**src/rtl/mm_stream_feeder_if.sv**
```systemverilog
// Write-side and stream-side handshake bundle for the matrix-multiply input feeder.
// master = firmware/test side, slave = the feeder itself.
interface mm_stream_feeder_if #(
  parameter int pDATA_WIDTH = 32
);
  logic                   in_valid;
  logic [pDATA_WIDTH-1:0] in_data;
  logic                   in_ready;
  logic                   sm_tvalid;
  logic [pDATA_WIDTH-1:0] sm_tdata;
  logic                   sm_tlast;
  logic                   sm_tready;

  modport master (
    output in_valid, in_data, sm_tready,
    input  in_ready, sm_tvalid, sm_tdata, sm_tlast
  );

  modport slave (
    input  in_valid, in_data, sm_tready,
    output in_ready, sm_tvalid, sm_tdata, sm_tlast
  );
endinterface

```
**src/rtl/mm_stream_feeder.sv**
```systemverilog
// First-word-fall-through FIFO between the firmware write path and the accelerator
// input stream, with frame-position tracking that marks the last beat of each frame.
module mm_stream_feeder #(
  parameter int pDATA_WIDTH = 32,
  parameter int pDEPTH      = 8,
  parameter int pFRAME_LEN  = 32
) (
  input  logic                      axis_clk,
  input  logic                      axis_rst_n,
  input  logic                      flush,
  mm_stream_feeder_if.slave         bus,
  output logic [$clog2(pDEPTH):0]   count,
  output logic                      frame_done
);
   localparam int AW = $clog2(pDEPTH);
   localparam int CW = AW + 1;
   localparam int BW = $clog2(pFRAME_LEN);
   localparam logic [CW-1:0] FULL_CNT  = CW'(pDEPTH);
   localparam logic [BW-1:0] LAST_BEAT = BW'(pFRAME_LEN - 1);

   logic [pDATA_WIDTH-1:0] mem [pDEPTH];
   logic [AW-1:0]          wr_ptr;
   logic [AW-1:0]          rd_ptr;
   logic [CW-1:0]          count_q;
   logic [BW-1:0]          beat_cnt;
   logic                   frame_done_q;
   logic                   push;
   logic                   pop;
   logic                   last_beat;

   // Both ports use valid/ready: a word transfers on a rising edge where valid and
   // ready are both high; flags come only from registered state, never from the
   // opposite side's inputs, and flush cancels any transfer in its cycle.
   assign bus.in_ready  = (count_q != FULL_CNT);
   assign bus.sm_tvalid = (count_q != '0);
   assign bus.sm_tdata  = mem[rd_ptr];
   assign last_beat     = (beat_cnt == LAST_BEAT);
   assign bus.sm_tlast  = bus.sm_tvalid & last_beat;

   assign push = bus.in_valid & bus.in_ready & ~flush;
   assign pop  = bus.sm_tvalid & bus.sm_tready & ~flush;

   assign count      = count_q;
   assign frame_done = frame_done_q;

   always_ff @(posedge axis_clk or negedge axis_rst_n) begin
      if (!axis_rst_n) begin
         wr_ptr       <= '0;
         rd_ptr       <= '0;
         count_q      <= '0;
         beat_cnt     <= '0;
         frame_done_q <= 1'b0;
      end else if (flush) begin
         wr_ptr       <= '0;
         rd_ptr       <= '0;
         count_q      <= '0;
         beat_cnt     <= '0;
         frame_done_q <= 1'b0;
      end else begin
         if (push) wr_ptr <= wr_ptr + AW'(1);
         if (pop)  rd_ptr <= rd_ptr + AW'(1);
         case ({push, pop})
            2'b10:   count_q <= count_q + CW'(1);
            2'b01:   count_q <= count_q - CW'(1);
            default: count_q <= count_q;
         endcase
         if (pop) beat_cnt <= last_beat ? '0 : beat_cnt + BW'(1);
         frame_done_q <= pop & last_beat;
      end
   end

   // Storage is left intact by flush; only the pointers forget it.
   always_ff @(posedge axis_clk or negedge axis_rst_n) begin
      if (!axis_rst_n) begin
         for (int i = 0; i < pDEPTH; i++) mem[i] <= '0;
      end else if (push) begin
         mem[wr_ptr] <= bus.in_data;
      end
   end
endmodule
```
**src/flat_wrapper.sv**
```systemverilog
// flat-port wrapper written by rule: the top's interface ports become plain ports
module mm_stream_feeder_flat 
#(
  parameter int pDATA_WIDTH = 32,
  parameter int pDEPTH      = 8,
  parameter int pFRAME_LEN  = 32
)
  (axis_clk, axis_rst_n, flush, count, frame_done, bus_in_valid, bus_in_data, bus_sm_tready, bus_in_ready, bus_sm_tvalid, bus_sm_tdata, bus_sm_tlast);
  mm_stream_feeder_if #(.pDATA_WIDTH(pDATA_WIDTH)) bus_i ();
  input  logic axis_clk;
  input  logic axis_rst_n;
  input  logic flush;
  output logic [$clog2(pDEPTH):0] count;
  output logic frame_done;
  input wire logic [$bits(bus_i.in_valid)-1:0] bus_in_valid;
  input wire logic [$bits(bus_i.in_data)-1:0] bus_in_data;
  input wire logic [$bits(bus_i.sm_tready)-1:0] bus_sm_tready;
  output wire logic [$bits(bus_i.in_ready)-1:0] bus_in_ready;
  output wire logic [$bits(bus_i.sm_tvalid)-1:0] bus_sm_tvalid;
  output wire logic [$bits(bus_i.sm_tdata)-1:0] bus_sm_tdata;
  output wire logic [$bits(bus_i.sm_tlast)-1:0] bus_sm_tlast;
  assign bus_i.in_valid = bus_in_valid;
  assign bus_i.in_data = bus_in_data;
  assign bus_i.sm_tready = bus_sm_tready;
  assign bus_in_ready = bus_i.in_ready;
  assign bus_sm_tvalid = bus_i.sm_tvalid;
  assign bus_sm_tdata = bus_i.sm_tdata;
  assign bus_sm_tlast = bus_i.sm_tlast;
  mm_stream_feeder #(.pDATA_WIDTH(pDATA_WIDTH), .pDEPTH(pDEPTH), .pFRAME_LEN(pFRAME_LEN)) u_core (.axis_clk(axis_clk), .axis_rst_n(axis_rst_n), .flush(flush), .bus(bus_i), .count(count), .frame_done(frame_done));
endmodule
```
**config.mk**
```make
export PLATFORM = sky130hd
export DESIGN_NAME = mm_stream_feeder_flat
export DESIGN_NICKNAME = d
export VERILOG_FILES = /design/src/rtl/mm_stream_feeder_if.sv /design/src/rtl/mm_stream_feeder.sv /design/src/flat_wrapper.sv
export SDC_FILE = /design/constraint.sdc
export NUM_CORES = 1
export LEC_CHECK = 0
export ABC_AREA = 0
export BUFFER_PORTS_ARGS = -buffer_cell sky130_fd_sc_hd__buf_4
export CORE_MARGIN = 3
export CORE_UTILIZATION = 55
export CTS_BUF_LIST = sky130_fd_sc_hd__clkbuf_16
export DETAILED_ROUTE_END_ITERATION = 8
export GPL_TIMING_DRIVEN = 0
export PLACE_DENSITY = 0.82
export SLEW_MARGIN = 20
export SYNTH_ARGS = -nofsm -noshare
export SYNTH_HDL_FRONTEND = slang
export SYNTH_SLANG_ARGS = --single-unit
```
**constraint.sdc**
```tcl
create_clock -name axis_clk -period 7.4 [get_ports axis_clk]
set_clock_uncertainty 0.05 [all_clocks]
set_input_delay 1.11 -clock axis_clk [delete_from_list [all_inputs] [get_ports axis_clk]]
set_output_delay 1.11 -clock axis_clk [all_outputs]
set_load 0.05 [all_outputs]
```
# Yosys cells after proc, flatten, opt, wreduce, memory -nomap -nowiden
# Cells that the tools add are included.
# classes
magnitude_cmp	3
n_reduce_logical	5
mux	16
n_eq_ne	4
n_addsub	5
bitwise	9
# op_table
cell	n
$bwmux W256	1
$bmux W32 S3	1
$demux W32 S3	1
$mux W32	3
$mux W5	3
$mux W3	4
$ge A4 B4 Y1 const B	2
$not A3 Y4	2
$pmux W4 S2	1
$add A3 B1 Y3 const B	2
$and A1 B1 Y1	6
$add A5 B1 Y5 const B	1
$eq A5 B5 Y1 const B	1
$add A4 B1 Y4 const B	1
$lt A4 B1 Y1 const B	1
$mux W4	1
$ne A4 B4 Y1 const B	1
$reduce_bool A2 Y1	2
$reduce_bool A4 Y1	1
$sub A4 B1 Y4 const B	1
$reduce_bool A3 Y1	1
$eq A2 B1 Y1 const B	1
$eq A2 B2 Y1 const B	1
$logic_and A1 B1 Y1	1
2 further kinds	2
# totals
elab_cells	55
input_bits	37
reg_bits	272
out_inout_bits	40

# Logic depth before layout (Yosys ltp)
# Gate-level depths: netlist of the first run.
# depth
depth_word	6
ltp_mapped	10
mapped_depth_nobuf	8

# Worst setup path after synthesis of the first run
# No wires, ideal clock.
# synth_path
kind	register to output
from	reg u_core.count_q[1] (netlist: u_core.count[1])
to	out bus_sm_tlast
t_required_ns	6.240
stages_incl_launch_ff	5
setup_slack_ns	4.232
arrival_ns	2.008
cell_sequence	dfrtp_1 clkbuf_1 nor3_1 nand2b_1 and2_1
# synth_between
elab_chain_cells	2
# synth_rtl
element	line_no	rtl
from (decl)	mm_stream_feeder.sv:24	logic [CW-1:0] count_q;
from (signal assigned)	mm_stream_feeder.sv:63	2'b10: count_q <= count_q + CW'(1);
from (signal assigned)	mm_stream_feeder.sv:64	2'b01: count_q <= count_q - CW'(1);
from (signal assigned)	mm_stream_feeder.sv:65	default: count_q <= count_q;
$reduce_bool A4 Y1	mm_stream_feeder.sv:35	assign bus.sm_tvalid = (count_q != '0);
named net bus_sm_tvalid	flat_wrapper.sv:19	output wire logic [$bits(bus_i.sm_tvalid)-1:0] bus_sm_tvalid;
$and A1 B1 Y1	mm_stream_feeder.sv:38	assign bus.sm_tlast = bus.sm_tvalid & last_beat;
to (decl)	flat_wrapper.sv:21	output wire logic [$bits(bus_i.sm_tlast)-1:0] bus_sm_tlast;
# The timed path passes the listed nets, and every way through them passes these cells.

# Worst setup path after layout of the first run
# layout_path
from	reg u_core.rd_ptr[0]
to	out bus_sm_tdata[31]
# layout_between
elab_chain_cells	4
# layout_rtl
element	line_no	rtl
from (decl)	mm_stream_feeder.sv:23	logic [AW-1:0] rd_ptr;
from (signal assigned)	mm_stream_feeder.sv:61	if (pop) rd_ptr <= rd_ptr + AW'(1);
$not A3 Y4 (not written as such)	mm_stream_feeder.sv:36	assign bus.sm_tdata = mem[rd_ptr];
$bmux W32 S3	mm_stream_feeder.sv:36	
$mux W32 (not written as such) (2 in a row)	mm_stream_feeder.sv:36	
to (decl)	flat_wrapper.sv:20	output wire logic [$bits(bus_i.sm_tdata)-1:0] bus_sm_tdata;
# Every way passes these cells. The select of a mux whose other input is x is not followed.

==> results of run 1 <==
[cell usage in the layout (no fill, tap or decap), types with 2 or more instances in the layout]
master,n
a21oi_1,10
buf_1,3
buf_12,3
buf_16,3
buf_2,18
buf_4,74
buf_6,12
clkbuf_1,16
clkbuf_16,29
clkinv_1,9
clkinv_2,5
clkinvlp_4,2
dfrtp_1,272
ha_1,6
inv_1,6
mux2_1,76
mux2_2,182
mux2_4,30
mux2i_1,2
mux4_2,64
nand2_1,12
nand3_1,4
nand3b_4,2
nor2_1,12
nor3_1,2
nor3b_2,2
o21ai_0,3
o31ai_1,2
or4_1,2
xnor2_1,2
xor2_1,4
[how the worst max path moves through the flow]
stage	from	endpoint	slack (ns)	depth (start not counted)
2_1_floorplan	u_core.count[1]	bus_sm_tlast	4.23	4
3_3_place_gp	axis_rst_n	u_core.mem[132]	2.89	1
3_5_place_dp	u_core.rd_ptr[0]	bus_sm_tdata[27]	3.73	5
4_1_cts	u_core.rd_ptr[0]	bus_sm_tdata[31]	3.17	5
5_1_grt	u_core.rd_ptr[0]	bus_sm_tdata[11]	3.04	5
6_report	u_core.rd_ptr[0]	bus_sm_tdata[31]	3.23	5
[state kept, by name, indices dropped and copies added (netlist names)]
signal / count
u_core.mem: 256
u_core.rd_ptr: 3
u_core.wr_ptr: 3
u_core.beat_cnt: 5
u_core.frame_done: 1
u_core.count: 4
[kinds of logic after synthesis]
| group | Yosys count | synth area share |
|---|---|---|
| simple gates | 49 | 0.0262 |
| xor+xnor | 6 | 0.00417 |
| compound gates | 24 | 0.0126 |
| mux | 354 | 0.382 |
| flops | 272 | 0.540 |
| buf+inv | 52 | 0.0283 |
| fa+ha+maj | 6 | 0.00596 |
[metrics by stage]
| step | hold WS, ns | std cells | total power [µW] | utilization | cell area, µm² |
|---|---|---|---|---|---|
| 2_1_floorplan | 0.403 | 763 | 3430 | - | 12600 |
| 4_1_cts | 0.440 | 1173 | 5300 | 0.652 | 14500 |
| 3_5_place_dp | 0.426 | 1121 | 3980 | 0.614 | 13600 |
| 5_1_grt | 0.454 | 1173 | 5500 | 0.652 | 14500 |
| 6_report | 0.438 | 1173 | 5250 | 0.652 | 14500 |
| 3_3_place_gp | 0.418 | 1118 | 3900 | 0.610 | 13500 |
[per-layer routing]
metal,vias up,share of wire,GRT usage
li1,3092,-,-
met2,143,0.49,0.360
met1,3771,0.44,0.307
met3,53,0.040,0.0322
met5,-,0,0
met4,0,0.025,0.0558
[layout make-up]
| class | count | area, µm² |
|---|---|---|
| Timing Repair Buffer | 78 | 653 |
| Tap cell | 280 | 350 |
| Multi-Input combinational cell | 439 | 5440 |
| Sequential cell | 272 | 6810 |
| Fill cell | 1601 | 7700 |
| Clock buffer | 29 | 726 |
| Buffer | 52 | 357 |
| Clock inverter | 23 | 126 |
[power by group]
group	switching [µW]	total, µW	internal (µW)	leakage, µW
combinational	1030	1880	851	0.00286
sequential	203	2060	1860	0.00360
clock	571	1310	739	0.000437
total	1810	5250	3450	0.00690
[worst max-delay path, cell delays in order, from the launching register on]
cell and delay (ns):
dfrtp_1 0.38, clkbuf_1 0.53, buf_2 0.51, mux4_2 0.55, mux2_2 0.30, buf_4 0.20
==> flow_summary_export.csv, run 1 <==
group,metric,value,unit
worst_setup_path,r2r_cells,10,
routing,ant_nets,0,
synthesis,synth_top_cell_by_area,"dfrtp_1",
cts,postCtsSetupBuffers,0,
synthesis,synth_common_cells,"dfrtp_1, mux2_2, mux2_1",
worst_setup_path,critPathArrivalTime,3.01,ns
cells_and_area,layout.nets,914,
routing,first_pass_iters,4,
synthesis,yosysUniqueCellTypes,46,
timing,tightest_slew,0.898,ns
floorplan,core_area,22200,µm²
routing,via_count,7059,
timing,fin_crit_sh,0.563,
floorplan,fp.dieH,157,µm
floorplan,die_w,157,µm
cts,clk_latency,0.52,ns
timing,rsz0062_at_grt,"no",
worst_setup_path,cp-start-kind,"flop",
synthesis,synth_seq_cells,272,
synthesis,avgSynthCellArea,16.5,µm²
min_path,hp-start,"u_core.mem[75]",
floorplan,dieArea,24800,µm²
synthesis,seq_area_frac_synth,0.540,
cts,worst_setup_hold_path_clk_slew,0.06,ns
timing,maxSlewViolCount,0,
grt,groute.usage.overall,0.218,
placement,portBuffers,75,
status,outcome,"complete, no violations",
grt,grt_pass1_wl,41.9,mm
worst_setup_path,reg2reg_slack,4.57,ns
synthesis,syn_area,12600,µm²
min_path,min_path_type,"flop to flop",
min_path,whs_endpoint,"u_core.mem[75]",
routing,detail_route.iter0.violations,333,
cts,cts_tree,"built",
timing,fmax,240,MHz
grt,grt_max_degree,87,
cts,numCtsBuffers,28,
synthesis,synth-async-reset-ratio,1.00,
routing,post_drt_wl_per_cell,22.3,µm
worst_setup_path,cp-end-kind,"primary output",
cts,cts_sinks,272,
cts,clk_path_buf_depth,3,
worst_setup_path,r2r-end,"u_core.count[3]",
placement,place.gp.congestion,0.756,
synthesis,syn_inst,763,
synthesis,synth_nets,806,
floorplan,initial_core_util,0.568,
placement,dp.final_hpwl,16.6,mm
worst_setup_path,r2r_start,"u_core.count[1]",
routing,drt-total-wl,26.2,mm
cts,cts_resized,0,
power,vdd_drop_max,0.329,mV
synthesis,ys_top_cells_by_area,"dfrtp_1, mux2_2, mux4_2",
synthesis,ys.flop_type,"dfrtp_1",
grt,grt_pass1_vias,7463,
timing,hold_violations,0,
routing,drc,0,
timing,tns,0,ns
job,maxCapViolCount,0,
worst_setup_path,worstSetupPathType,"flop to primary output",
synthesis,synth_edf_count,0,
floorplan,core.rowCount,54,
min_path,holdPathStages,1,
floorplan,ios,77,
cts,postCtsHoldBufs,0,
placement,dpl_worst_slack,3.73,ns
power,power_density,363,nW/µm²
grt,antenna_found_initial,0,
cts,htreeDepth,1,
synthesis,netlist.area_leader.share,0.540,
timing,setup_violations,0,
power,p_leak,0.00690,µW
timing,slew_headroom,0.401,
cts,cts_root_buffer,"clkbuf_16",
worst_setup_path,cp.required,6.24,ns
cells_and_area,area_growth,14.8,%
grt,grt.overflow.total,0,
timing,layout_setup_ws,3.23,ns
synthesis,post-synth-top-count-cell,"dfrtp_1",
timing,fin_crit,4.17,ns
synthesis,ys_warn_count,0,
worst_setup_path,cp_max_fo,10,
cells_and_area,drive_gt1_frac,0.487,
cells_and_area,n_antenna_cell,0,
routing,drt-vias-per-instance,6.02,
(Power assumes the default switching activity.)
==> run 2: changes to the inputs <==
==> constraint.sdc (replaced) <==
create_clock -name axis_clk -period 4 [get_ports axis_clk]
set_clock_uncertainty 0.05 [all_clocks]
set_input_delay 0.6 -clock axis_clk [delete_from_list [all_inputs] [get_ports axis_clk]]
set_output_delay 0.6 -clock axis_clk [all_outputs]
set_load 0.05 [all_outputs]
==> run 2 against run 1 <==
Against the previous run:
- core utilization about the same
- sequential share of layout area about the same
- first-iteration DRC count rose by 4.8%
- hold slack worse by 0.14 ns
- flip-flop and latch count stayed put
- final cell count about the same
- die area unchanged
- register-to-register slack worse by 3.4 ns
- largest cell class unchanged
- highest routed layer unchanged
==> flow_summary_export.csv, run 2 (synthesis results as in run 1) <==
group,metric,value,unit
routing,drt-total-wl,26.3,mm
floorplan,dieArea,24800,µm²
job,maxCapViolCount,0,
min_path,min_path_type,"primary input to flop",
grt,groute.usage.overall,0.218,
worst_setup_path,critPathArrivalTime,3.02,ns
timing,maxSlewViolCount,0,
placement,dpl_worst_slack,0.836,ns
placement,portBuffers,75,
worst_setup_path,cp_num_buf_inv,3,
worst_setup_path,critPathMaxStageDelay,0.56,ns
routing,detail_route.iter0.violations,349,
floorplan,die_w,157,µm
worst_setup_path,cp.required,3.35,ns
grt,antenna_found_initial,0,
cells_and_area,multiInputGateArea,5440,µm²
timing,fin_crit,3.67,ns
power,p_leak,0.00691,µW
cts,cts_root_buffer,"clkbuf_16",
power,seqPwrFrac,0.392,
floorplan,core.rowCount,54,
cts,clk_latency,0.53,ns
grt,grt_pass1_vias,7463,
power,p_comb_frac,0.359,
status,outcome,"complete, no violations",
worst_setup_path,r2r_start,"u_core.count[1]",
cts,cts_resized,0,
cts,cts_sinks,272,
timing,tightest_slew,0.901,ns
min_path,hp-start,"bus_in_data[20]",
grt,grt.overflow.total,0,
grt,grt_max_degree,87,
worst_setup_path,worstPathCellList,"clkbuf_1, buf_2, mux4_2, mux2_2, buf_4",
routing,drt-vias-per-instance,6.01,
cells_and_area,area_growth,14.9,%
worst_setup_path,cp-end-kind,"primary output",
timing,tns,0,ns
floorplan,ios,77,
power,vdd_drop_max,0.606,mV
placement,place.gp.congestion,0.756,
worst_setup_path,crit_path_start,"u_core.rd_ptr[0]",
power,p_clk_frac,0.249,
cells_and_area,n_antenna_cell,0,
timing,rsz0062_at_grt,"no",
routing,post_drt_wl_per_cell,22.4,µm
placement,place_area,13600,µm²
cts,cts_tree,"built",
timing,hold_violations,0,
cts,numCtsBuffers,28,
cells_and_area,layout.area.seq,6810,µm²
cells_and_area,layout_common_cells,"dfrtp_1, mux2_2, mux2_1",
worst_setup_path,cp-start-kind,"flop",
cells_and_area,largest-register,"u_core.mem",
power,p_int,6380,µW
routing,ant_nets,0,
cells_and_area,largest_reg_flops,256,
cells_and_area,drive_gt1_frac,0.487,
cells_and_area,post-route-cell-area,14500,µm²
floorplan,initial_core_util,0.568,
cells_and_area,layout.nets,915,
cells_and_area,fillers,1600,
timing,slew_headroom,0.399,
worst_setup_path,cp_top_family,"buffers and inverters",
timing,layout_setup_ws,0.335,ns
power,power_density,672,nW/µm²
cts,worst_setup_hold_path_clk_slew,0.06,ns
timing,fmax,273,MHz
timing,fin_crit_sh,0.916,
worst_setup_path,cp_max_fo,10,
cells_and_area,final_common_cell,"dfrtp_1",
grt,grt_pass1_wl,41.9,mm
routing,drc,0,
cts,htreeDepth,1,
placement,dp.final_hpwl,16.6,mm
routing,via_count,7055,
floorplan,core_area,22200,µm²
power,swShare,0.344,
worst_setup_path,worstSetupPathType,"flop to primary output",
worst_setup_path,slowest_stage,"mux4_2",
routing,first_pass_iters,4,
timing,setup_violations,0,
cts,clk_path_buf_depth,3,
floorplan,fp.dieH,157,µm
power,p_switching,3340,µW
run 2: metal layers:
layer	GRT usage	vias up	routed length, µm
met1	0.307	3765	11400
li1	-	3089	-
met2	0.360	150	13000
met5	0	-	0
met4	0.0558	0	655
met3	0.0322	51	1200
run 2: what timing repair did:
action | 4_1_cts | 5_1_grt
hold endpoints to repair | 54 | 0
buffers inserted | 0 | 0
hold buffers | 1 | 0
run 2: final timing paths:
kind / cells past startpoint / slack (ns) / to
hold / removal: 2 / 0.29 / u_core.mem[148]
min in group asynchronous: 2 / 0.53 / u_core.mem[120]
setup reg to reg: 10 / 1.18 / u_core.count[3]
hold reg to reg: 1 / 0.44 / u_core.mem[75]
max in group asynchronous: 4 / 2.27 / u_core.mem[15]
setup / recovery: 5 / 0.33 / bus_sm_tdata[20]
run 2: per-stage QoR:
stage          total power (µW)  utilization  std cells  hold WS [ns]
4_1_cts                    9800        0.653       1174         0.279
5_1_grt                   10200        0.653       1174         0.290
2_1_floorplan              6350            -        763         0.254
6_report                   9720        0.653       1174         0.294
3_5_place_dp               7350        0.614       1121         0.426
3_3_place_gp               7210        0.610       1118         0.418
run 2: final cells by class:
type                            count  area share
Tap cell                          280      0.0242
Clock inverter                     23     0.00873
Clock buffer                       29      0.0502
Timing Repair Buffer               79      0.0458
Multi-Input combinational cell    439       0.376
Sequential cell                   272       0.470
Buffer                             52      0.0246
run 2: power groups by stage:
stage,registers [µW],clock network (µW),logic (µW)
after floorplan,3760,0,2590
after global placement,3790,0,3420
after detailed placement,3840,0,3510
after CTS,3800,2460,3530
after global routing,3890,2590,3710
final,3810,2420,3490
==> run 3: changes to the inputs <==
--- a/config.mk
+++ b/config.mk
@@ -12,7 +12,7 @@
 export CTS_BUF_LIST = sky130_fd_sc_hd__clkbuf_16
 export DETAILED_ROUTE_END_ITERATION = 8
 export GPL_TIMING_DRIVEN = 0
-export PLACE_DENSITY = 0.82
+export PLACE_DENSITY = 0.73
 export SLEW_MARGIN = 20
 export SYNTH_ARGS = -nofsm -noshare
 export SYNTH_HDL_FRONTEND = slang
==> run 3 against run 2 <==
Against the previous run:
- count of clock-buffer cells in the layout unchanged
- non-clock buffer count fell by 2
- register-to-register slack lost 0.08 ns
- total power rose by 3.6%
- core utilization rose by 0.42 points
- via count shrank 0.48%
- hold slack worse by 0.24 ns
==> flow_summary_export.csv, run 3 (synthesis results as in run 1) <==
group,metric,value,unit
cells_and_area,n_antenna_cell,0,
cells_and_area,drive_gt1_frac,0.492,
cts,clk_path_buf_depth,3,
cts,cts_resized,0,
routing,via_count,7021,
worst_setup_path,cp-end-kind,"primary output",
min_path,min_path_type,"primary input to async pin",
floorplan,die_w,157,µm
cells_and_area,stdcell_count,1171,
worst_setup_path,worstPathCellList,"clkbuf_1, buf_2, mux4_2, mux2_2, buf_4",
timing,tightest_slew,0.961,ns
floorplan,initial_core_util,0.568,
grt,gr-usage-met1,0.312,
timing,rsz0062_at_grt,"no",
grt,grt_max_degree,105,
timing,maxSlewViolCount,0,
timing,tns,0,ns
routing,ant_nets,0,
cts,postCtsSetupBuffers,0,
cells_and_area,largest-register,"u_core.mem",
routing,first_pass_iters,4,
cells_and_area,largest_reg_flops,256,
timing,setup_violations,0,
timing,fmax,269,MHz
worst_setup_path,critPathMaxStageDelay,0.57,ns
grt,top_usage_layer,"met2",
power,p_leak,0.00694,µW
placement,portBuffers,75,
floorplan,fp.dieH,157,µm
cts,cts_sinks,272,
power,power_density,691,nW/µm²
grt,antenna_found_initial,0,
worst_setup_path,cp_num_buf_inv,3,
worst_setup_path,worstSetupPathType,"flop to primary output",
cts,cts_root_buffer,"clkbuf_16",
timing,fin_crit_sh,0.930,
routing,post_drt_wl_per_cell,23.1,µm
grt,use_met3,0.0311,
cells_and_area,final_common_cell,"dfrtp_1",
worst_setup_path,cp.required,3.35,ns
timing,hold_violations,0,
cts,worst_setup_hold_path_clk_slew,0.06,ns
floorplan,core_area,22200,µm²
timing,fin_crit,3.72,ns
timing,slew_headroom,0.359,
worst_setup_path,cp_max_fo,10,
grt,groute.usage.overall,0.227,
cts,postCtsHoldBufs,0,
worst_setup_path,slowest_stage,"clkbuf_1",
cts,htreeDepth,1,
placement,dp.cells,1120,
status,outcome,"complete, no violations",
worst_setup_path,cp_top_family,"buffers and inverters",
grt,grt.overflow.total,0,
floorplan,ios,77,
cells_and_area,layout.nets,914,
placement,place.gp.congestion,0.771,
cts,cts_tree,"built",
worst_setup_path,critPathArrivalTime,3.07,ns
routing,detail_route.iter0.violations,405,
cts,numCtsBuffers,29,
cells_and_area,area_growth,15.6,%
floorplan,core.rowCount,54,
grt,grt_pass1_vias,7762,
grt,grt_pass1_wl,43.8,mm
floorplan,dieArea,24800,µm²
cts,clk_latency,0.53,ns
routing,drc,0,
routing,drt-vias-per-instance,6.00,
cells_and_area,layout_common_cells,"dfrtp_1, mux2_2, mux2_1",
grt,met2_usage,0.391,
routing,drt-total-wl,27.1,mm
placement,dp.final_hpwl,17.6,mm
power,vdd_drop_max,0.469,mV
worst_setup_path,cp-start-kind,"flop",
job,maxCapViolCount,0,
==> run 3: changes by cell type in the layout (fill, tap and decap cells not counted) <==
| cell | previous run | this run |
|---|---|---|
| clkinv_2 | 5 | 3 |
| inv_1 | 6 | 4 |
| buf_16 | 3 | 2 |
| clkinvlp_4 | 2 | 1 |
| clkinv_1 | 9 | 6 |
| clkinv_4 | 0 | 2 |
| bufinv_16 | 1 | 6 |
| dlygate4sd3_1 | 1 | 0 |
==> run 3: routing by layer <==
metal	up-vias	wire length (µm)
met3	37	936
met4	0	535
met2	127	13800
met1	3784	11800
met5	-	0
li1	3073	-
==> run 3: stage by stage <==
stage	hold WS (ns)	worst slack, ns	cell area (µm²)	util	power, µW
global placement	0.414	0.304	13500	0.610	7180
floorplan	0.254	1.15	12600	-	6350
global route	0.121	0.112	14600	0.657	10600
detailed placement	0.426	0.810	13600	0.613	7390
finish	0.0519	0.279	14600	0.657	10100
CTS	0.0933	0.211	14600	0.657	10200
==> run 3: report_power, final <==
| part | total, µW | internal, µW | leakage (µW) | switching [µW] |
|---|---|---|---|---|
| combinational | 3510 | 1570 | 0.00285 | 1940 |
| clock | 2760 | 1700 | 0.000493 | 1060 |
| sequential | 3800 | 3440 | 0.00360 | 367 |
==> run 3: final timing paths <==
| check | start | to | slack, ns | depth (start not counted) |
|---|---|---|---|---|
| max | u_core.rd_ptr[0] | bus_sm_tdata[2] | 0.28 | 5 |
| min | axis_rst_n | u_core.mem[55] | 0.05 | 1 |
| max reg2reg | u_core.count[1] | u_core.count[3] | 1.10 | 10 |
| min reg2reg | u_core.mem[147] | u_core.mem[147] | 0.43 | 1 |
| max in group asynchronous | axis_rst_n | u_core.beat_cnt[2] | 2.95 | 2 |
| min in group axis_clk | bus_in_data[19] | u_core.mem[147] | 0.29 | 2 |
==> run 3: cell type report <==
type | instances | area, µm²
buffer | 52 | 357
clock buffer | 29 | 726
clock inverter | 22 | 258
fill | 1548 | 7600
multi-input combinational | 439 | 5440
sequential | 272 | 6810
tap | 280 | 350
timing repair buffer | 77 | 626
==> run 3: worst register-to-register path: stages (launching register included) <==
cell      delay, ns
dfrtp_1        0.36
clkbuf_1       0.40
o41a_1         0.23
buf_2          0.21
nand2_1        0.08
nor2_1         0.21
ha_1           0.32
o21a_1         0.13
o211a_1        0.22
or4_1          0.46
a21oi_1        0.15
